File: src/rtl/yolo_cam_pkg.sv
`default_nettype none
// ============================================================================
//  Module      : yolo_cam_pkg
//  Description : Shared defaults, pixel type and capture FSM state encoding
//                for the camera capture path feeding the YOLO preprocessor.
//  Revision    : 1.0  initial release
// ============================================================================
package yolo_cam_pkg;

    localparam int c_DEF_IMG_W  = 416;
    localparam int c_DEF_IMG_H  = 416;
    localparam int c_DEF_DATA_W = 24;
    localparam int c_DEF_ADDR_W = 18;

    typedef logic [c_DEF_DATA_W-1:0] pixel_t;

    typedef enum logic [1:0] {
        ST_IDLE    = 2'd0,
        ST_ARMED   = 2'd1,
        ST_CAPTURE = 2'd2,
        ST_DONE    = 2'd3
    } cap_state_t;

    // Counter width for a range of v values, never narrower than one bit
    function automatic int clog2_min1(input int v);
        return (v <= 2) ? 1 : $clog2(v);
    endfunction

endpackage : yolo_cam_pkg
`default_nettype wire

File: src/rtl/capture_pixel_counter.sv
`default_nettype none
// ============================================================================
//  Module      : capture_pixel_counter
//  Description : x/y position and linear frame-buffer address counters.
//                Clear and advance may be asserted together: the result is
//                the position following pixel (0,0). The address is a running
//                counter so no multiplier is needed.
//  Revision    : 1.0  initial release
// ============================================================================
module capture_pixel_counter
    import yolo_cam_pkg::*;
#(
    parameter int IMG_W  = c_DEF_IMG_W,
    parameter int IMG_H  = c_DEF_IMG_H,
    parameter int ADDR_W = c_DEF_ADDR_W
) (
    input  logic              clk,
    input  logic              rst_n,
    input  logic              i_clear,
    input  logic              i_advance,
    output logic [ADDR_W-1:0] o_addr,
    output logic              o_last_pixel
);

    localparam int c_XW = clog2_min1(IMG_W);
    localparam int c_YW = clog2_min1(IMG_H);
    localparam logic [c_XW-1:0] c_X_MAX = c_XW'(IMG_W - 1);
    localparam logic [c_YW-1:0] c_Y_MAX = c_YW'(IMG_H - 1);

    logic [c_XW-1:0]   r_x, w_x_base, w_x_nxt;
    logic [c_YW-1:0]   r_y, w_y_base, w_y_nxt;
    logic [ADDR_W-1:0] r_addr, w_addr_base, w_addr_nxt;

    // Next position: optionally restart from zero, then optionally step one pixel
    always_comb begin
        w_x_base    = i_clear ? '0 : r_x;
        w_y_base    = i_clear ? '0 : r_y;
        w_addr_base = i_clear ? '0 : r_addr;
        w_x_nxt     = w_x_base;
        w_y_nxt     = w_y_base;
        w_addr_nxt  = w_addr_base;
        if (i_advance) begin
            if (w_x_base == c_X_MAX) begin
                w_x_nxt = '0;
                w_y_nxt = (w_y_base == c_Y_MAX) ? '0 : w_y_base + 1'b1;
            end else begin
                w_x_nxt = w_x_base + 1'b1;
            end
            w_addr_nxt = w_addr_base + 1'b1;
        end
    end

    // Position registers; hold unless cleared or advanced
    always_ff @(posedge clk or negedge rst_n) begin
        if (!rst_n) begin
            r_x    <= '0;
            r_y    <= '0;
            r_addr <= '0;
        end else if (i_clear || i_advance) begin
            r_x    <= w_x_nxt;
            r_y    <= w_y_nxt;
            r_addr <= w_addr_nxt;
        end
    end

    assign o_addr       = r_addr;
    assign o_last_pixel = (r_x == c_X_MAX) && (r_y == c_Y_MAX);

endmodule : capture_pixel_counter
`default_nettype wire

File: src/rtl/camera_capture_ctrl.sv
`default_nettype none
// ============================================================================
//  Module      : camera_capture_ctrl
//  Description : Arms on a host command, aligns to start-of-frame, tracks the
//                pixel position and issues registered frame-buffer writes.
//                Reports frame completion, dropped pixels, stray SOFs and a
//                wrapping completed-frame count.
//  Revision    : 1.0  initial release
// ============================================================================
module camera_capture_ctrl
    import yolo_cam_pkg::*;
#(
    parameter int IMG_W  = c_DEF_IMG_W,
    parameter int IMG_H  = c_DEF_IMG_H,
    parameter int DATA_W = c_DEF_DATA_W,
    parameter int ADDR_W = c_DEF_ADDR_W
) (
    input  logic              clk,
    input  logic              rst_n,
    input  logic              start,
    input  logic              continuous,
    input  logic              abort,
    input  logic              cam_sof,
    input  logic [DATA_W-1:0] cam_data,
    input  logic              cam_valid,
    input  logic              wr_ready,
    output logic              wr_en,
    output logic [ADDR_W-1:0] wr_addr,
    output logic [DATA_W-1:0] wr_data,
    output logic              busy,
    output logic              frame_done,
    output logic              overflow,
    output logic              sof_err,
    output logic [7:0]        frame_count
);

    cap_state_t        r_state, w_state_nxt;
    logic              r_cont;
    logic              w_start_ok;
    logic              w_accept;
    logic              w_restart;
    logic              w_sof_mid;
    logic              w_frame_end;
    logic              w_cnt_clear;
    logic [ADDR_W-1:0] w_cnt_addr;
    logic [ADDR_W-1:0] w_pix_addr;
    logic              w_last_pixel;

    capture_pixel_counter #(
        .IMG_W  (IMG_W),
        .IMG_H  (IMG_H),
        .ADDR_W (ADDR_W)
    ) u_counter (
        .clk          (clk),
        .rst_n        (rst_n),
        .i_clear      (w_cnt_clear),
        .i_advance    (w_accept),
        .o_addr       (w_cnt_addr),
        .o_last_pixel (w_last_pixel)
    );

    // State register
    always_ff @(posedge clk or negedge rst_n) begin
        if (!rst_n) r_state <= ST_IDLE;
        else        r_state <= w_state_nxt;
    end

    // Next-state logic; abort overrides everything
    always_comb begin
        w_state_nxt = r_state;
        if (abort) begin
            w_state_nxt = ST_IDLE;
        end else begin
            case (r_state)
                ST_IDLE:    if (start) w_state_nxt = ST_ARMED;
                ST_ARMED:   if (cam_valid && cam_sof) w_state_nxt = ST_CAPTURE;
                ST_CAPTURE: if (cam_valid && !cam_sof && w_last_pixel) w_state_nxt = ST_DONE;
                ST_DONE:    w_state_nxt = r_cont ? ST_ARMED : ST_IDLE;
                default:    w_state_nxt = ST_IDLE;
            endcase
        end
    end

    // Per-cycle control decoded from state and inputs
    always_comb begin
        w_start_ok  = (r_state == ST_IDLE) && start && !abort;
        w_accept    = cam_valid && !abort &&
                      (((r_state == ST_ARMED) && cam_sof) || (r_state == ST_CAPTURE));
        w_restart   = w_accept && cam_sof;
        w_sof_mid   = w_restart && (r_state == ST_CAPTURE);
        w_frame_end = (r_state == ST_DONE) && !abort;
        // Counters restart on arm, abort, frame end and on any SOF pixel
        w_cnt_clear = abort || w_start_ok || w_restart || (r_state == ST_DONE);
        // An SOF pixel is always (0,0), regardless of where the counters were
        w_pix_addr  = w_restart ? '0 : w_cnt_addr;
        busy        = (r_state != ST_IDLE);
    end

    // Continuous mode is captured only when a capture is armed
    always_ff @(posedge clk or negedge rst_n) begin
        if (!rst_n)          r_cont <= 1'b0;
        else if (w_start_ok) r_cont <= continuous;
    end

    // Registered write port and status flags
    always_ff @(posedge clk or negedge rst_n) begin
        if (!rst_n) begin
            wr_en       <= 1'b0;
            wr_addr     <= '0;
            wr_data     <= '0;
            frame_done  <= 1'b0;
            overflow    <= 1'b0;
            sof_err     <= 1'b0;
            frame_count <= 8'd0;
        end else begin
            wr_en      <= w_accept && wr_ready;
            if (w_accept && wr_ready) begin
                wr_addr <= w_pix_addr;
                wr_data <= cam_data;
            end
            frame_done <= w_frame_end;
            if (w_frame_end) frame_count <= frame_count + 8'd1;
            if (w_start_ok) begin
                overflow <= 1'b0;
                sof_err  <= 1'b0;
            end else begin
                // Dropped pixels still advance the counters, so geometry is kept
                if (w_accept && !wr_ready) overflow <= 1'b1;
                if (w_sof_mid)             sof_err  <= 1'b1;
            end
        end
    end

endmodule : camera_capture_ctrl
`default_nettype wire

File: config.mk
export PLATFORM = sky130hd
export DESIGN_NAME = camera_capture_ctrl
export DESIGN_NICKNAME = d
export VERILOG_FILES = /design/src/rtl/yolo_cam_pkg.sv /design/src/rtl/capture_pixel_counter.sv /design/src/rtl/camera_capture_ctrl.sv
export SDC_FILE = /design/constraint.sdc
export NUM_CORES = 1
export LEC_CHECK = 0
export CORE_MARGIN = 2
export CORE_UTILIZATION = 52
export CTS_CLUSTER_SIZE = 30
export DETAILED_ROUTE_END_ITERATION = 12
export PLACE_DENSITY = 0.8
export SETUP_SLACK_MARGIN = 0.1
export SLEW_MARGIN = 5
export SYNTH_ARGS = -nofsm -noshare
export SYNTH_HDL_FRONTEND = slang
export SYNTH_SLANG_ARGS = --single-unit
export TNS_END_PERCENT = 50
File: constraint.sdc
create_clock -name clk -period 3.3 [get_ports clk]
set_clock_uncertainty 0.15 [all_clocks]
set_input_delay 0.99 -clock clk [delete_from_list [all_inputs] [get_ports clk]]
set_output_delay 0.99 -clock clk [all_outputs]
set_load 0.02 [all_outputs]
# --- After elaboration in Yosys (flattened, before gate mapping) ---
# Cells that the tools add are included.
op_classes:
  addsub: 4
  n_eq_ne: 10
  n_mux: 20
  reduce_logical: 27
op_table:
  columns: ["cell", "count"]
  rows:
  - ["$mux 9", 7]
  - ["$mux 18", 3]
  - ["$eq 9x9->1 const B", 4]
  - ["$add 18x1->18 const B", 1]
  - ["$add 9x1->9 const B", 2]
  - ["$logic_and 1x1->1", 14]
  - ["$ne 3x3->1 const B", 3]
  - ["$add 8x1->8 const B", 1]
  - ["$mux 2", 4]
  - ["$pmux 2 s4", 1]
  - ["$reduce_bool 2->1", 3]
  - ["$logic_or 1x1->1", 5]
  - ["$mux 1", 5]
  - ["$eq 2x2->1 const B", 2]
  - ["$logic_not 1->1", 3]
  - ["$reduce_and 3->1", 1]
  - ["$eq 2x1->1 const B", 1]
  - ["$logic_not 2->1", 1]
word_totals:
  regBits: 93
  in_bits: 32
  out_inout_bits: 55
  wordCells: 73

# --- Logic depth before layout (Yosys ltp) ---
depth:
  ltp_word: 12
  ltp_mapped: 10
  ltp_nobuf: 10

# --- By module ---
# A second synthesis with hierarchy kept.
unflattened:
  hier_cells: 378
  area_unflattened_um2: 4411.7
modules_own_cells:
  columns: ["module", "instances", "cells_each", "area_per_inst_um2"]
  rows:
  - ["camera_capture_ctrl", 1, 176, 2474.9]
  - ["capture_pixel_counter", 1, 202, 1936.9]

# --- Worst setup path after synthesis ---
# Ideal clock, no wire load.
synth_timing:
  path_kind: "in2reg"
  from: "input port abort"
  to: "register u_counter.r_y[5]"
  setup_ps: 132
  arrival_ps: 2879
  path_slack_ps: 139
  path_stages: 9
  path_cell_list: "buf_8 -> a211oi_4 -> and3_2 -> ha_1 -> and4_1 -> nand2_1 -> or4_1 -> mux2i_1 -> nor2_1"
synth_via:
  elab_chain_cells: 11
  word_cells_on_any_way: 17
  cone_classes: "1 x add/sub; 2 x eq/ne; 5 x mux; 9 x reduce/logical"
synth_rtl:
  columns: ["element", "line_no", "rtl"]
  rows:
  - ["start: declaration", "camera_capture_ctrl.sv:22", "input logic abort,"]
  - ["$logic_not 1->1", "camera_capture_ctrl.sv:86, camera_capture_ctrl.sv:87", null]
  - ["$logic_and 1x1->1 (2 in a row)", "camera_capture_ctrl.sv:87", "w_accept = cam_valid && !abort &&"]
  - ["$logic_and 1x1->1", "camera_capture_ctrl.sv:89", "w_restart = w_accept && cam_sof;"]
  - ["$logic_or 1x1->1 (2 in a row)", "camera_capture_ctrl.sv:93", "w_cnt_clear = abort || w_start_ok || w_restart || (r_state == ST_DONE);"]
  - ["$mux 9", "capture_pixel_counter.sv:37", "w_y_base = i_clear ? '0 : r_y;"]
  - ["$add 9x1->9 / $eq 9x9->1 (equally long branches)", "capture_pixel_counter.sv:45", "w_y_nxt = (w_y_base == c_Y_MAX) ? '0 : w_y_base + 1'b1;"]
  - ["$mux 9", "capture_pixel_counter.sv:45", null]
  - ["$mux 9", "capture_pixel_counter.sv:43", "if (w_x_base == c_X_MAX) begin"]
  - ["$mux 9", "capture_pixel_counter.sv:42", "if (i_advance) begin"]
  - ["end signal: assignment", "capture_pixel_counter.sv:61", "r_y <= w_y_nxt;"]
  - ["end: declaration", "capture_pixel_counter.sv:31", "logic [c_YW-1:0] r_y, w_y_base, w_y_nxt;"]
# Parallel ways exist; a longest one is shown, timed or not.
# A chain may end at the register's enable or synchronous reset.

# --- Final worst setup path ---
layout_timing:
  from: "input port start"
  to: "register u_counter.r_y[8]"
layout_via:
  elab_chain_cells: 10
  word_cells_on_any_way: 14
  cone_classes: "1 x add/sub; 2 x eq/ne; 5 x mux; 6 x reduce/logical"
layout_rtl:
  columns: ["element", "line_no", "rtl"]
  rows:
  - ["start: declaration", "camera_capture_ctrl.sv:20", "input logic start,"]
  - ["$logic_and 1x1->1 * (2 in a row)", "camera_capture_ctrl.sv:86", "w_start_ok = (r_state == ST_IDLE) && start && !abort;"]
  - ["$logic_or 1x1->1 * (3 in a row)", "camera_capture_ctrl.sv:93", null]
  - ["$mux 9", "capture_pixel_counter.sv:37", null]
  - ["$add 9x1->9 / $eq 9x9->1 (equally long branches)", "capture_pixel_counter.sv:45", null]
  - ["$mux 9", "capture_pixel_counter.sv:45", null]
  - ["$mux 9", "capture_pixel_counter.sv:43", null]
  - ["$mux 9", "capture_pixel_counter.sv:42", null]
# Every way passes the cells marked *; elsewhere a longest branch is shown, timed or not.

==> results.md <==
* Worst slew pin tran at 0.516 ns
* Synth async-reset ratio at 1.00
* Multi-input gate area in the final layout at 1920 µm²
* Worst endpoint required time at ~3.4 ns
* PostCTS Resize Cnt at 0
* Post-Route Setup TNS at 0 ns
* Area post-placement at 5490 µm²
* First-pass GRT wire length at 15200 µm
* Critical path class: in -> reg
* Top-area cell type share of the netlist area at 0.534
* Routed WL per cell at 15.0 µm
* Status: complete, no violations
* Reg2reg path depth at 12
* LEAKAGE at 0.00239 µW
* Cell row count at 33
* Most frequent cell after synthesis: dfrtp_1
* P&R area growth vs syn at 31.1%
* Crit. End Element: flop
* Crit path time final at approximately 3.1 ns
* Dominant cell type by area after synthesis: dfrtp_1
* Diode count at 0
* Max_slew headroom at 0.654
* EDFF count, synth at 0
* RSZ-0062 raised after global routing: no
* CTS sink cnt at 93
* Crit path capture: u_counter.r_y[8]
* Placer congestion estimate at 0.859
* Die Span X at 95.5 µm
* Fin. Hold Viols at 0
* CTS Buf Count at 9
* Sequential area share after synthesis at 0.534
* Syn nets at 444
* TritonCTS clock tree: yes
* Worst Path Arrival at roughly 3.2 ns
* CP peak stage delay at 0.47 ns
* Detail Placement HPWL at 6930 µm
* Peak supply drop at 0.381 mV
* Max_cap viols at 0
* Starting Density at 0.533
* Worst-path clk slew at roughly 0.090 ns
* CP Launch Point: start
* Root Buffer: clkbuf_8
* Yosys cell types at 52
* Crit path buf inv count at 3
* Largest net degree at the start of global routing at 59
* Tcrit/Tclk final at 0.945
* Flop2flop setup slack at 0.44 ns
* Die height at 95.5 µm
* Vias in the first global route at between 3000 and 4000
* FMAX at 321 MHz
* CP delay by family, top: buffers and inverters
* Hold slack at 0.332 ns
* Vias per inst at 5.51
* Detail Route Antenna Nets at 0
* First-pass DRT Iterations at 4
* Drt initial violations at ~220
* Ratio of cells with drive above 1 in the final layout at 0.161
* Post-Syn Instances at slightly above 400
* Dominant synthesized flop cell: dfrtp_1
* Nets at between 500 and 600
* Worst skew pair latency at 0.36 ns
* Fin area at 5710 µm²
* Fillers at 614
* Die Area at 9130 µm²
* Type of origin of the critical path: input pin
* Total number of vias at 3427
* Slew Limit Fails at 0
* Levels on crit path at 11
* Grt ovf at 0
* Avg Inst Size Synth at 10.8 µm²
* CP cell instances: clkdlybuf4s50_1 > a211oi_4 > and3_2 > ha_1 > buf_4 > nand4_1 > nor4_1 > buf_4 > nand4_1 > a21oi_1 > o22ai_1
* H-tree depth at 3
* Detailed Route WL at 9320 µm
* Drt drc at 0
* Mapped cell area at 4360 µm²
* Port Buffers at 86
* Top cells by count, synth: 93 x dfrtp_1, 53 x nand2_1, 28 x o21ai_0, 27 x mux2_2, 27 x nor2_1
* Area contributors post-synth: dfrtp_1 53%, mux2_2 7.0%, nand2_1 4.6%
* Post-CTS setup buffer count at 0
* Crit-path max FO at 4
* Yosys warning count at 0
* All-Layer GR Usage at 0.214
* Final setup vio count at 0
* Area occupied by registers at 2330 µm²
* Boundary Pins at 87
* Final core occ at 0.699
* Reg2Reg Launch Point: r_state[0]
* Pwr dens at 608 nW/µm²
* Total core area at just over 8000 µm²
* Clk buf depth at 2
* Min-delay worst type: reg -> reg
* Seq cells post-synth at 93
* CP max-delay cell: clkdlybuf4s50_1
* Initial antenna violation count at 0
* Worst R2R End: u_counter.r_y[8]
## cell usage in the layout, fill, tap and decap left out, types with 4 or more instances in the layout
| master | count |
|---|---|
| inv_1 | 9 |
| nand4_1 | 13 |
| a21oi_1 | 7 |
| ha_1 | 7 |
| dfrtp_1 | 93 |
| xor2_1 | 10 |
| buf_4 | 26 |
| nand2_1 | 52 |
| nor2_1 | 27 |
| nor4_1 | 5 |
| and3_2 | 4 |
| clkbuf_8 | 9 |
| o21ai_0 | 28 |
| xnor2_1 | 17 |
| nor3_1 | 10 |
| and3_1 | 4 |
| mux2_2 | 27 |
| clkdlybuf4s50_1 | 85 |
| nand2b_1 | 15 |
| nand3_1 | 14 |
## flip-flops by register name, indices dropped and copies added, names as in the netlist
name and flops:
wr_data 24, u_counter.r_x 9, wr_en 1, frame_count 8, u_counter.r_y 9, u_counter.o_addr 18
wr_addr 18, r_state 2, frame_done 1, sof_err 1, r_cont 1, overflow 1
## tightest hold or removal path: stages, from the launching register on
cell     delay (ns)
dfrtp_1        0.35
nand2_1        0.04
o21ai_0        0.06
## cells by family after synthesis
kind of cell / after synthesis / share of synthesized area
AND/OR/NAND/NOR: 167 / 0.206
flip-flops: 93 / 0.534
AO/OA/AOI/OAI: 57 / 0.0841
multiplexers: 29 / 0.0744
XOR/XNOR: 27 / 0.0543
buffers and inverters: 25 / 0.0267
adder cells (fa/ha/maj): 7 / 0.0201
## routing by layer
layer,vias to the layer above,routed length [µm],GRT usage
met5,-,0,0
met4,0,191,0.100
met3,21,645,0.0372
met2,128,4450,0.336
met1,1637,4030,0.290
li1,1641,-,-
## how the worst min path moves through the flow
| stage | startpoint | to | slack [ns] | cells after the start |
|---|---|---|---|---|
| after floorplan | u_counter.r_y[4] | u_counter.r_y[4] | 0.32 | 1 |
| after global placement | wr_addr[5] | wr_addr[5] | 0.31 | 2 |
| after detailed placement | wr_addr[7] | wr_addr[7] | 0.32 | 2 |
| after CTS | wr_addr[7] | wr_addr[7] | 0.34 | 2 |
| after global routing | wr_data[6] | wr_data[6] | 0.37 | 1 |
| final | wr_addr[6] | wr_addr[6] | 0.33 | 2 |
## power breakdown
part / total, µW / leakage [µW] / internal, µW / switching, µW
registers: 1440 / 0.00126 / 1330 / 109
logic: 1200 / 0.00103 / 602 / 598
clock network: 831 / 0.000107 / 430 / 400
## per-stage QoR
step,power (µW),std cells,worst slack (ns)
after floorplan,2090,405,0.139
after global placement,2630,607,-0.107
after detailed placement,2670,607,-0.199
after CTS,3500,622,0.189
after global routing,3660,622,0.100
final,3470,622,0.180
## area by class of cell
| class | instances | share of cell area |
|---|---|---|
| multi-input cells | 287 | 0.335 |
| repair buffers | 113 | 0.190 |
| clock inverters | 6 | 0.0164 |
| clock buffers | 9 | 0.0217 |
| flip-flops and latches | 93 | 0.407 |
| inverters | 9 | 0.00591 |
| well taps | 105 | 0.0230 |
## timing repair
| action | in CTS | in global routing |
|---|---|---|
| hold buffers | 0 | 0 |
| endpoints found under the hold margin | 0 | 0 |
| endpoints found under the setup margin | 0 | 2 |
Note: power is estimated with default switching activity, not from simulation.
